===== config.mk =====
export PLATFORM = sky130hd
export DESIGN_NAME = x_metric_selector
export DESIGN_NICKNAME = d
export VERILOG_FILES = /design/src/rtl/x_metric_selector_pkg.sv /design/src/rtl/x_metric_selector_mag.sv /design/src/rtl/x_metric_selector.sv
export SDC_FILE = /design/constraint.sdc
export NUM_CORES = 1
export LEC_CHECK = 0
export BUFFER_PORTS_ARGS = -buffer_cell sky130_fd_sc_hd__buf_2
export CAP_MARGIN = 10
export CORE_MARGIN = 5
export CORE_UTILIZATION = 70
export CTS_CLUSTER_SIZE = 24
export DETAILED_ROUTE_END_ITERATION = 8
export PLACE_DENSITY = 0.95
export REMOVE_ABC_BUFFERS = 1
export SLEW_MARGIN = 20
export SYNTH_ARGS = -nofsm -noshare
export SYNTH_HDL_FRONTEND = slang
export SYNTH_SLANG_ARGS = --single-unit
export TNS_END_PERCENT = 20

===== constraint.sdc =====
create_clock -name clk -period 6.65 [get_ports clk]
set_input_delay 0.665 -clock clk [delete_from_list [all_inputs] [get_ports clk]]
set_output_delay 0.665 -clock clk [all_outputs]
set_load 0.005 [all_outputs]

===== src/rtl/x_metric_selector_pkg.sv =====
// Shared constants for the X-metric selector slice.
// State encoding, metric width and index-width helper.
package x_metric_selector_pkg;

  localparam logic [2:0] S_IDLE = 3'd0;
  localparam logic [2:0] S_REQ  = 3'd1;
  localparam logic [2:0] S_WAIT = 3'd2;
  localparam logic [2:0] S_SUM  = 3'd3;
  localparam logic [2:0] S_CMP  = 3'd4;
  localparam logic [2:0] S_DONE = 3'd5;

  localparam int N_DEF    = 16;
  localparam int METRIC_W = 2 * N_DEF;

  // clog2 with a floor of 1 bit
  function automatic int idx_w(input int n);
    int w;
    w = 1;
    for (int i = 1; i < 31; i++)
      if ((1 << i) < n) w = i + 1;
    return w;
  endfunction

endpackage


===== src/rtl/x_metric_selector_mag.sv =====
// Complex magnitude-squared: registered squares, then registered sum.
// Reusable by any metric block that needs |z|^2.
module cplx_mag_sq
  import x_metric_selector_pkg::*;
#(
  parameter int N = N_DEF
) (
  input  logic           clk,
  input  logic           rst,
  input  logic           load,
  input  logic [N-1:0]   trace_r,
  input  logic [N-1:0]   trace_i,
  output logic [2*N-1:0] mag
);

  localparam int W = 2 * N;

  logic signed [W-1:0] sq_r;
  logic signed [W-1:0] sq_i;
  logic signed [W-1:0] ext_r;
  logic signed [W-1:0] ext_i;

  assign ext_r = W'($signed(trace_r));
  assign ext_i = W'($signed(trace_i));

  always_ff @(posedge clk or negedge rst) begin
    if (!rst) begin
      sq_r <= '0;
      sq_i <= '0;
    end else if (load) begin
      sq_r <= ext_r * ext_r;
      sq_i <= ext_i * ext_i;
    end
  end

  // Each square is at most 2^(2N-2), so the unsigned sum cannot wrap
  always_ff @(posedge clk or negedge rst) begin
    if (!rst) mag <= '0;
    else      mag <= $unsigned(sq_r) + $unsigned(sq_i);
  end

endmodule


===== src/rtl/x_metric_selector.sv =====
// X-metric selector: sequences trace calculations per candidate
// and keeps the index of the largest |trace|^2.
module x_metric_selector
  import x_metric_selector_pkg::*;
#(
  parameter int N        = N_DEF,
  parameter int NUM_CAND = 16,
  parameter int IDX_W    = idx_w(NUM_CAND)
) (
  input  logic             clk,
  input  logic             rst,
  input  logic             start,
  input  logic             abort,
  output logic             calc_start,
  output logic [IDX_W-1:0] cand_idx,
  input  logic             trace_valid,
  input  logic [N-1:0]     trace_r,
  input  logic [N-1:0]     trace_i,
  output logic             busy,
  output logic             done,
  output logic [IDX_W-1:0] best_idx,
  output logic [2*N-1:0]   best_metric
);

  localparam int MW = 2 * N;
  localparam logic [IDX_W-1:0] LAST = IDX_W'(NUM_CAND - 1);

  logic [2:0]    state;
  logic [2:0]    state_nx;
  logic          first;
  logic          load;
  logic [MW-1:0] metric;

  assign load = (state == S_WAIT) && trace_valid && !abort;

  cplx_mag_sq #(.N(N)) u_mag (
    .clk     (clk),
    .rst     (rst),
    .load    (load),
    .trace_r (trace_r),
    .trace_i (trace_i),
    .mag     (metric)
  );

  assign calc_start = (state == S_REQ);
  assign busy       = (state != S_IDLE);
  assign done       = (state == S_DONE);

  always_comb begin
    state_nx = state;
    unique case (state)
      S_IDLE:  if (start) state_nx = S_REQ;
      S_REQ:   state_nx = S_WAIT;
      S_WAIT:  if (trace_valid) state_nx = S_SUM;
      S_SUM:   state_nx = S_CMP;
      S_CMP:   state_nx = (cand_idx == LAST) ? S_DONE : S_REQ;
      S_DONE:  state_nx = S_IDLE;
      default: state_nx = S_IDLE;
    endcase
    if (abort && state != S_IDLE) state_nx = S_IDLE;
  end

  always_ff @(posedge clk or negedge rst) begin
    if (!rst) state <= S_IDLE;
    else      state <= state_nx;
  end

  // Strict compare: a tie never displaces the earlier candidate
  always_ff @(posedge clk or negedge rst) begin
    if (!rst) begin
      cand_idx    <= '0;
      first       <= 1'b0;
      best_idx    <= '0;
      best_metric <= '0;
    end else begin
      if (state == S_IDLE && start) begin
        cand_idx <= '0;
        first    <= 1'b0;
      end
      if (state == S_CMP && !abort) begin
        if (!first || metric > best_metric) begin
          best_metric <= metric;
          best_idx    <= cand_idx;
        end
        first <= 1'b1;
        if (cand_idx != LAST) cand_idx <= cand_idx + IDX_W'(1);
      end
    end
  end

endmodule


== Word level (Yosys, flattened, before mapping) ==
Index checks and enable logic that the tools add are counted.
Operators by class
  reduce and logical (&&, ||, !) cells: 13
  order comparisons: 1
  $add $sub $neg: 2
  muxes and demuxes: 10
  equality and inequality tests: 9
  multipliers: 2
Operator list (number)
  $mul A16 B16 Y32: 2
  $add A32 B32 Y32: 1
  $gt A32 B32 Y1: 1
  $pmux W3 S5: 1
  $mux W3: 4
  $mux W4: 3
  $eq A3 B2 Y1 const B: 2
  $eq A3 B3 Y1 const B: 2
  $logic_and A1 B1 Y1: 5
  $add A4 B1 Y4 const B: 1
  $eq A4 B4 Y1 const B: 1
  $ne A4 B4 Y1 const B: 1
  $reduce_and A2 Y1: 2
  $eq A3 B1 Y1 const B: 1
  $logic_not A3 Y1: 1
  $ne A3 B2 Y1 const B: 1
  $ne A3 B3 Y1 const B: 1
  $reduce_bool A3 Y1: 1
  $logic_not A1 Y1: 2
  $mux W1: 2
  $reduce_bool A2 Y1: 1
  $logic_or A1 B1 Y1: 1
Storage, ports and cells
  input port bits: 37
  bits in registers: 140
  output and inout port bits: 43

== Longest topological paths before layout ==
Gate-level depths: netlist of run 1.
  word-level depth: 5
  mapped depth: 26
  depth with buffers taken out: 25

== By module ==
From an unflattened synthesis of run 1, not the netlist that was laid out.
Unflattened totals
  cell total of the unflattened synthesis: 2580
  area total of the unflattened synthesis: 25097.8 sq um
Modules (own cells, without submodules)
  cplx_mag_sq: cells an instance 2339, instances 1, area an instance 22321.4 sq um
  x_metric_selector: cells an instance 241, instances 1, area an instance 2776.4 sq um

== Worst setup path before layout of run 1 ==
No wires, ideal clock.
  kind: input -> register
  from: in trace_r[1]
  to: reg u_mag.sq_r[30]
  required time: 6517 ps
  arrival time: 6237 ps
  library setup time: 133 ps
  cell stages on the path: 24
  setup slack: 279 ps
  path through: clkbuf_1 -> clkbuf_1 -> nand2_1 -> fa_1 -> fa_1 -> fa_1 -> inv_1 -> fa_1 -> fa_1 -> inv_1 -> fa_1 -> inv_1 -> ha_1 -> clkbuf_1 -> a21oi_1 -> a31oi_1 -> a41o_1 -> a22oi_2 -> o21ai_1 -> a41oi_1 -> a21oi_1 -> a21oi_1 -> xor2_1 -> o21ai_0
Between the ends
  word-level cells in the longest chain between the ends: 1
RTL lines
  from (decl): RTL line x_metric_selector.sv:17  | input logic [N-1:0] trace_r,
  $mul A16 B16 Y32: RTL line x_metric_selector_mag.sv:31  | sq_r <= ext_r * ext_r;
  to (signal assigned): RTL line x_metric_selector_mag.sv:31
  to (decl): RTL line x_metric_selector_mag.sv:18  | logic signed [W-1:0] sq_r;
No other way between the ends.
A chain may end at the register's enable or synchronous reset.

== Final worst setup path of run 1 ==
  from: in trace_i[8]
  to: reg u_mag.sq_i[28]
Between the ends
  word-level cells in the longest chain between the ends: 1
RTL lines
  from (decl): RTL line x_metric_selector.sv:18  | input logic [N-1:0] trace_i,
  $mul A16 B16 Y32: RTL line x_metric_selector_mag.sv:32  | sq_i <= ext_i * ext_i;
  to (signal assigned): RTL line x_metric_selector_mag.sv:32
  to (decl): RTL line x_metric_selector_mag.sv:19  | logic signed [W-1:0] sq_i;
No other way between the ends.

==> impl_metrics.toml, run 1 <==
[outcome]
status = "complete, no violations"

[critical_path]
slowest_delay_ns = 0.53
worstPathMaxFanout = 17
r2r_end = "best_metric[31]"
crit_end = "u_mag.sq_i[28]"
cp.arrival_ns = 6.72
ff2ff_path_depth = 8
cp.required_ns = 6.92
regToRegSetupSlack_ns = 2.94
cp-start-kind = "input port"
worst-setup-path-type = "in -> reg"
cp-startpoint = "trace_i[8]"
timing.rr.start = "best_metric[31]"
cp-end-kind = "flip-flop"
critical_path.slowest_cell = "fa_1"

[sta]
hold_slack_ns = 0.190
max_freq_mhz = 155
relSlewSlack_pct = 22.5
fin_crit_sh_pct = 97.0
min_period_ns = 6.45
fin_skew_ns = 0.0131
report.final.slew_viol_count = 0
hold_violations = 0
worst_pin_slew_ns = 1.15
finalSetupViolCount = 0

[floorplan]
floorplan.initialDensity_pct = 70.7
die_x_um = 197
fp.coreArea_um2 = 34500
die_area_um2 = 38700
die_h_um = 197
row_count = 68
io_pins = 80

[synth]
async_reset_ff_share_pct = 100
synthTopCellsByArea = "fa_1, dfrtp_1, ha_1, inv_1, nand2_1"
synth_fa_ha_area_share_pct = 50.7
synth_cell_types = 62
yosys.area.top_type = "fa_1"
synth_common_cells = "inv_1, fa_1, nand2_1"
synth-simple-area-share_pct = 10.3
syn_inst = 2578
synth_edf_count = 0
synth.yosys.warnings = 0
synth.most_common_cell = "inv_1"
syn-cell-area_um2 = 24400
yosysTopAreaCellShare_pct = 38.3
ys_seq_area_share_pct = 14.1
synth_top_family_by_area = "adder cells"
synth_compound_gate_area_share_pct = 7.38
synth-xor-area-share_pct = 3.94
avgSynthCellArea_um2 = 9.48
synthMuxAreaShare_pct = 2.18
ys_ff_latch = 138
synth_ff_type = "dfrtp_1"

[placement]
routabilityCongestion = 0.942
io_buffers = 79
hpwl_um = 46900
dpl_cell_area_um2 = 25600

[route]
first_iter_violations = 1513
wl_per_cell_um = 18.5
detail-route-antenna-nets = 0
num_vias = 18400
drc = 0
totalWireLength_um = 58000
vias_per_cell = 5.86
firstDrtPassIters = 6

[clock_tree]
clock_latency_ns = 0.44
path_clk_slew_ns = 0.08
root_buffer = "clkbuf_16"
cts_htree_levels = 4
tritoncts = "done"
cts_buffers = 17
numClockSinks = 138
cts.path.max_buffers = 2
hold_buffers = 0

[global_route]
grt_max_degree = 121
grtUsageTotal_pct = 31.4
grt_pass1_wl_um = 98200
grt_pass1_vias = 20600
grt.overflow.total = 0
antenna_found_initial = 0

[finish]
antenna_cells = 0
design_area_um2 = 26200
drive_gt1_share_pct = 9.02
area_growth_syn_to_layout_pct = 7.17
nets = 3415
final_util_pct = 75.8

[job]
max_cap_viol_count = 0

[worst_hold_path]
hp-class = "in -> async"
-- layout by cell type (no fill, tap or decap), drive strengths merged, types with 6 or more instances in the layout --
| cell type | Yosys | layout |
|---|---|---|
| inv | 663 | 672 |
| o21ai | 100 | 100 |
| nand2b | 14 | 14 |
| o21bai | 8 | 8 |
| mux2 | 42 | 42 |
| xnor2 | 67 | 67 |
| o21a | 7 | 7 |
| nand4 | 15 | 15 |
| dfrtp | 138 | 138 |
| ha | 241 | 241 |
| nor2b | 13 | 13 |
| a31o | 10 | 10 |
| o31ai | 9 | 9 |
| nor2 | 115 | 115 |
| nor3 | 20 | 20 |
| fa | 468 | 468 |
| nand2 | 254 | 254 |
| a211oi | 14 | 14 |
| a21o | 31 | 31 |
| buf | 5 | 138 |
| a21oi | 81 | 81 |
| nand3 | 24 | 24 |
| and2 | 76 | 76 |
| xor2 | 43 | 43 |
| mux2i | 6 | 6 |
| clkbuf | 61 | 18 |
-- final cells by class --
type / instances / area, um^2
well taps: 455 / 569
inverters: 665 / 2500
repair buffers: 138 / 845
multi-input cells: 1709 / 18300
flip-flops and latches: 138 / 3450
clock buffers: 18 / 429
clock inverters: 14 / 128
fillers: 2207 / 8360
-- flip-flops by register name, summed over array words and instances, names as in the netlist --
signal,count
state,3
first,1
u_mag.sq_r,31
best_metric,32
u_mag.mag,32
u_mag.sq_i,31
cand_idx,4
best_idx,4
-- kinds of logic (layout without fill, tap and decap cells) --
group,Yosys count,in the layout
AOI/OAI and AO/OA,289,289
xor gates and xnor gates,110,110
adders and majority gates,709,709
buffers and inverters,731,835
DFF,138,138
muxes,48,48
and+or+nand+nor,553,553
-- timing repair --
action,in CTS,in global routing
setup endpoints to repair,0,8
gates resized for setup,0,10
buffers inserted,0,0
-- worst min-delay path by stage --
stage                   start              end  slack [ns]  depth (start not counted)
2_1_floorplan             rst      best_idx[0]        0.37                          0
4_1_cts                   rst  best_metric[13]        0.21                          1
3_5_place_dp   u_mag.sq_r[28]   u_mag.sq_r[28]        0.48                          2
3_3_place_gp    u_mag.sq_r[2]    u_mag.sq_r[2]        0.47                          2
5_1_grt                   rst   best_metric[9]        0.24                          1
6_report                  rst   best_metric[9]        0.19                          1
-- stage by stage --
step                setup TNS (ns)  instances  setup WS (ns)
global placement                 0       3105        0.00593
detailed placement           -1.17       3105         -0.234
finish                           0       3137          0.198
global route               -0.0711       3137        -0.0568
floorplan                        0       2512          0.236
CTS                              0       3137          0.156
-- routing by layer --
metal / GRT usage, % / wire [um] / vias up
met2: 56.0 / 30700 / 862
li1: - / - / 8019
met4: 13.7 / 2820 / 0
met3: 4.63 / 3810 / 270
met1: 38.1 / 20700 / 9245
met5: 0 / 0 / -
-- critical path, delay by kind of cell --
family,cells,cell delay (ns)
AO/OA/AOI/OAI,7,1.47
adder cells (fa/ha/maj),7,3.18
buffers and inverters,7,0.64
AND/OR/NAND/NOR,4,0.74
Power of run 1 is not shown: default switching activity piles up to over one toggle a cycle in this logic, so the estimate is an artifact.
==> run 2: changes to the inputs <==
--- a/config.mk
+++ b/config.mk
@@ -11,6 +11,7 @@
 export CORE_UTILIZATION = 70
 export CTS_CLUSTER_SIZE = 24
 export DETAILED_ROUTE_END_ITERATION = 8
+export MAX_ROUTING_LAYER = met4
 export PLACE_DENSITY = 0.95
 export REMOVE_ABC_BUFFERS = 1
 export SLEW_MARGIN = 20
==> constraint.sdc (replaced) <==
create_clock -name clk -period 6.65 [get_ports clk]
set_input_delay 0.9975 -clock clk [delete_from_list [all_inputs] [get_ports clk]]
set_output_delay 0.9975 -clock clk [all_outputs]
set_load 0.005 [all_outputs]
==> run 2 against run 1 <==
Against the previous run:
- the run now fails in global routing
- synthesized area is the same
- synthesized cell count is the same
==> impl_metrics.toml, run 2 <==
[outcome]
status = "aborted with a tool error"
lastStage = "global routing"
toolErrorMsg = "[ERROR GRT-0232] Routing congestion too high. Check the congestion heatmap in the GUI."

[synth]
yosysTopAreaCellShare_pct = 38.3
synth.most_common_cell = "inv_1"
avgSynthCellArea_um2 = 9.48
synth.yosys.warnings = 0
async_reset_ff_share_pct = 100
yosys.area.top_type = "fa_1"
synth_ff_type = "dfrtp_1"
syn-cell-area_um2 = 24400
synth_common_cells = "inv_1, fa_1, nand2_1"
ys_ff_latch = 138
synthTopCellsByArea = "fa_1, dfrtp_1, ha_1, inv_1, nand2_1"
synth_cell_types = 62
synth_edf_count = 0
ys_seq_area_share_pct = 14.1
syn_inst = 2578

[placement]
hpwl_um = 55200
place_ws_ns = -0.597
io_buffers = 79
numPlacedInstances = 3236
routabilityCongestion = 0.930

[sta]
worstEndpointGrtRepair = "u_mag.sq_r[29]$_DFFE_PN0P_/D"
worst-ep-kind = "sequential cell input"

[floorplan]
io_pins = 80
floorplan.initialDensity_pct = 70.7
row_count = 68
die_x_um = 197
die_h_um = 197

[clock_tree]
cts_buffers = 17
numClockSinks = 138
hold_buffers = 0
cts.path.max_buffers = 2
root_buffer = "clkbuf_16"
cts_htree_levels = 4
postCtsSetupBuffers = 0

[global_route]
grt_max_degree = 121
grtUsageTotal_pct = 75.9
antenna_found_initial = 21
grt.overflow.total = 11
-- run 2: cell counts after synthesis --
Identical to the previous run, type by type.
-- run 2: through the flow --
step | hold WS (ns) | cell area [um^2]
2_1_floorplan | 0.453 | 24200
3_3_place_gp | 0.468 | 26600
3_5_place_dp | 0.479 | 26600
4_1_cts | 0.497 | 27300
-- run 2: repair_timing --
action                                 4_1_cts
pin swaps                                    3
gates resized for setup                     14
endpoints found under the hold margin        0
setup endpoints to repair                   15
-- run 2: cell families after synthesis --
| kind of cell | Yosys count | synth area share (%) |
|---|---|---|
| adder cells (fa/ha/maj) | 709 | 50.7 |
| flip-flops | 138 | 14.1 |
| buffers and inverters | 731 | 11.3 |
| AND/OR/NAND/NOR | 553 | 10.3 |
| multiplexers | 48 | 2.18 |
| AO/OA/AOI/OAI | 289 | 7.38 |
| XOR/XNOR | 110 | 3.94 |
-- run 2: routing by layer --
layer | global-route usage, % | overflow
met1 | 72.0 | 0
met2 | 87.1 | 5
met3 | 71.5 | 1
met4 | 68.3 | 5
met5 | - | -
==> run 3: changes to the inputs <==
--- a/config.mk
+++ b/config.mk
@@ -8,11 +8,9 @@
 export BUFFER_PORTS_ARGS = -buffer_cell sky130_fd_sc_hd__buf_2
 export CAP_MARGIN = 10
 export CORE_MARGIN = 5
-export CORE_UTILIZATION = 70
-export CTS_CLUSTER_SIZE = 24
+export CORE_UTILIZATION = 40
 export DETAILED_ROUTE_END_ITERATION = 8
-export MAX_ROUTING_LAYER = met4
-export PLACE_DENSITY = 0.95
+export PLACE_DENSITY_LB_ADDON = 0.15
 export REMOVE_ABC_BUFFERS = 1
 export SLEW_MARGIN = 20
 export SYNTH_ARGS = -nofsm -noshare
==> run 3 against run 2 <==
Against the previous run:
- the flow now finishes without violations
==> impl_metrics.toml, run 3 (synthesis results as in run 1) <==
[finish]
nets = 3609
num-fill-cells = 5783
final_util_pct = 46.6
largestRegisters = "best_metric x32, u_mag.mag x32"
drive_gt1_share_pct = 15.3
area_growth_syn_to_layout_pct = 15.4
final_common_cell = "inv_1"
antenna_cells = 0
layout_common_cells = "inv_1, fa_1, nand2_1"

[floorplan]
die_x_um = 257
die_area_um2 = 66100
io_pins = 80
fp.coreArea_um2 = 60500
die_h_um = 257
row_count = 90
floorplan.initialDensity_pct = 40.4

[route]
firstDrtPassIters = 5
top_layer = "met4"
num_vias = 17500
vias_per_cell = 4.78
drc = 0
first_iter_violations = 739
drt-met1-wl_um = 24700
totalWireLength_um = 53400
wl_met2_um = 26300
detail-route-antenna-nets = 0
met3_length_um = 1920
wl_per_cell_um = 14.6

[placement]
hpwl_um = 47600
io_buffers = 79
place_ws_ns = -0.382
routabilityCongestion = 0.848

[global_route]
grt_max_degree = 76
grtUsageTotal_pct = 16.9
grt.overflow.total = 0
grt_pass1_wl_um = 92800
antenna_found_initial = 0
grt_pass1_vias = 19500

[job]
max_cap_viol_count = 0

[sta]
report.final.slew_viol_count = 0
fin_skew_ns = 0.0114
finalSetupViolCount = 0
hold_violations = 0
fin_crit_sh_pct = 95.5
min_period_ns = 6.35
relSlewSlack_pct = 21.3
rsz0062_at_grt = "no"
setup_tns_ns = 0
max_freq_mhz = 157
worst_slack_ns = 0.299
worst_pin_slew_ns = 1.17
hold_slack_ns = 0.485

[critical_path]
r2r_end = "best_metric[28]"
worstPathMaxFanout = 5
regToRegSetupSlack_ns = 2.94
worst-setup-path-type = "in -> reg"
cp.arrival_ns = 6.63
crit_end = "u_mag.sq_r[23]"
cp-start-kind = "input port"
timing.rr.start = "best_metric[29]"
cp-end-kind = "flip-flop"
cp-startpoint = "trace_r[1]"
ff2ff_path_depth = 10
cp.required_ns = 6.93

[clock_tree]
path_clk_slew_ns = 0.06
cts.path.max_buffers = 2
cts_buffers = 17
root_buffer = "clkbuf_16"
clock_latency_ns = 0.43
numClockSinks = 138
cts_htree_levels = 4
tritoncts = "done"
postCtsSetupBuffers = 0

[worst_hold_path]
hp-class = "reg -> reg"

[outcome]
status = "complete, no violations"
-- run 3: worst min-delay path by stage --
stage / from / end / slack (ns) / cells past startpoint
final: u_mag.sq_i[0] / u_mag.sq_i[0] / 0.49 / 2
after global routing: u_mag.sq_r[26] / u_mag.sq_r[26] / 0.51 / 2
after CTS: u_mag.sq_i[0] / u_mag.sq_i[0] / 0.49 / 2
after detailed placement: u_mag.sq_i[0] / u_mag.sq_i[0] / 0.48 / 2
after global placement: u_mag.sq_i[0] / u_mag.sq_i[0] / 0.47 / 2
after floorplan: u_mag.sq_r[22] / u_mag.sq_r[22] / 0.45 / 2
-- run 3: per-stage QoR --
stage          std cells  area, um^2
2_1_floorplan       2512       24200
3_3_place_gp        3625       27500
3_5_place_dp        3625       27500
4_1_cts             3657       28100
5_1_grt             3658       28200
6_report            3658       28200
-- run 3: final cells by class --
type,instances,area (um^2),share of cell area [%]
Multi-Input combinational cell,1709,18300,64.8
Sequential cell,138,3450,12.2
Inverter,665,2500,8.85
Timing Repair Buffer,332,2390,8.47
Tap cell,782,978,3.47
Clock buffer,20,457,1.62
Clock inverter,12,140,0.497
-- run 3: metal layers --
layer  track usage (%)  up-vias
met5                 0        -
met4              2.40        0
met3              2.73       40
met2              29.1      200
met1              23.3     8833
li1                  -     8402
-- run 3: worst max-delay path, stage by stage --
cell and delay [ns]:
buf_2 0.16, buf_4 0.16, nand2_1 0.10, fa_1 0.49
fa_1 0.53, fa_1 0.52, inv_1 0.06, fa_1 0.49
fa_1 0.50, inv_1 0.05, fa_1 0.48, inv_1 0.04
ha_1 0.33, a21oi_2 0.17, buf_4 0.12, nor2_1 0.03
a211oi_1 0.27, o31ai_2 0.15, buf_4 0.16, nand3_1 0.07
and2_1 0.18, o21ai_0 0.11, a21oi_1 0.18, xor2_1 0.16
o21ai_0 0.09
-- run 3: timing repair --
action,CTS,global route
setup endpoints to repair,0,11
gates resized for setup,0,13
hold buffers,0,0
Power of run 3 is left out for the same reason.
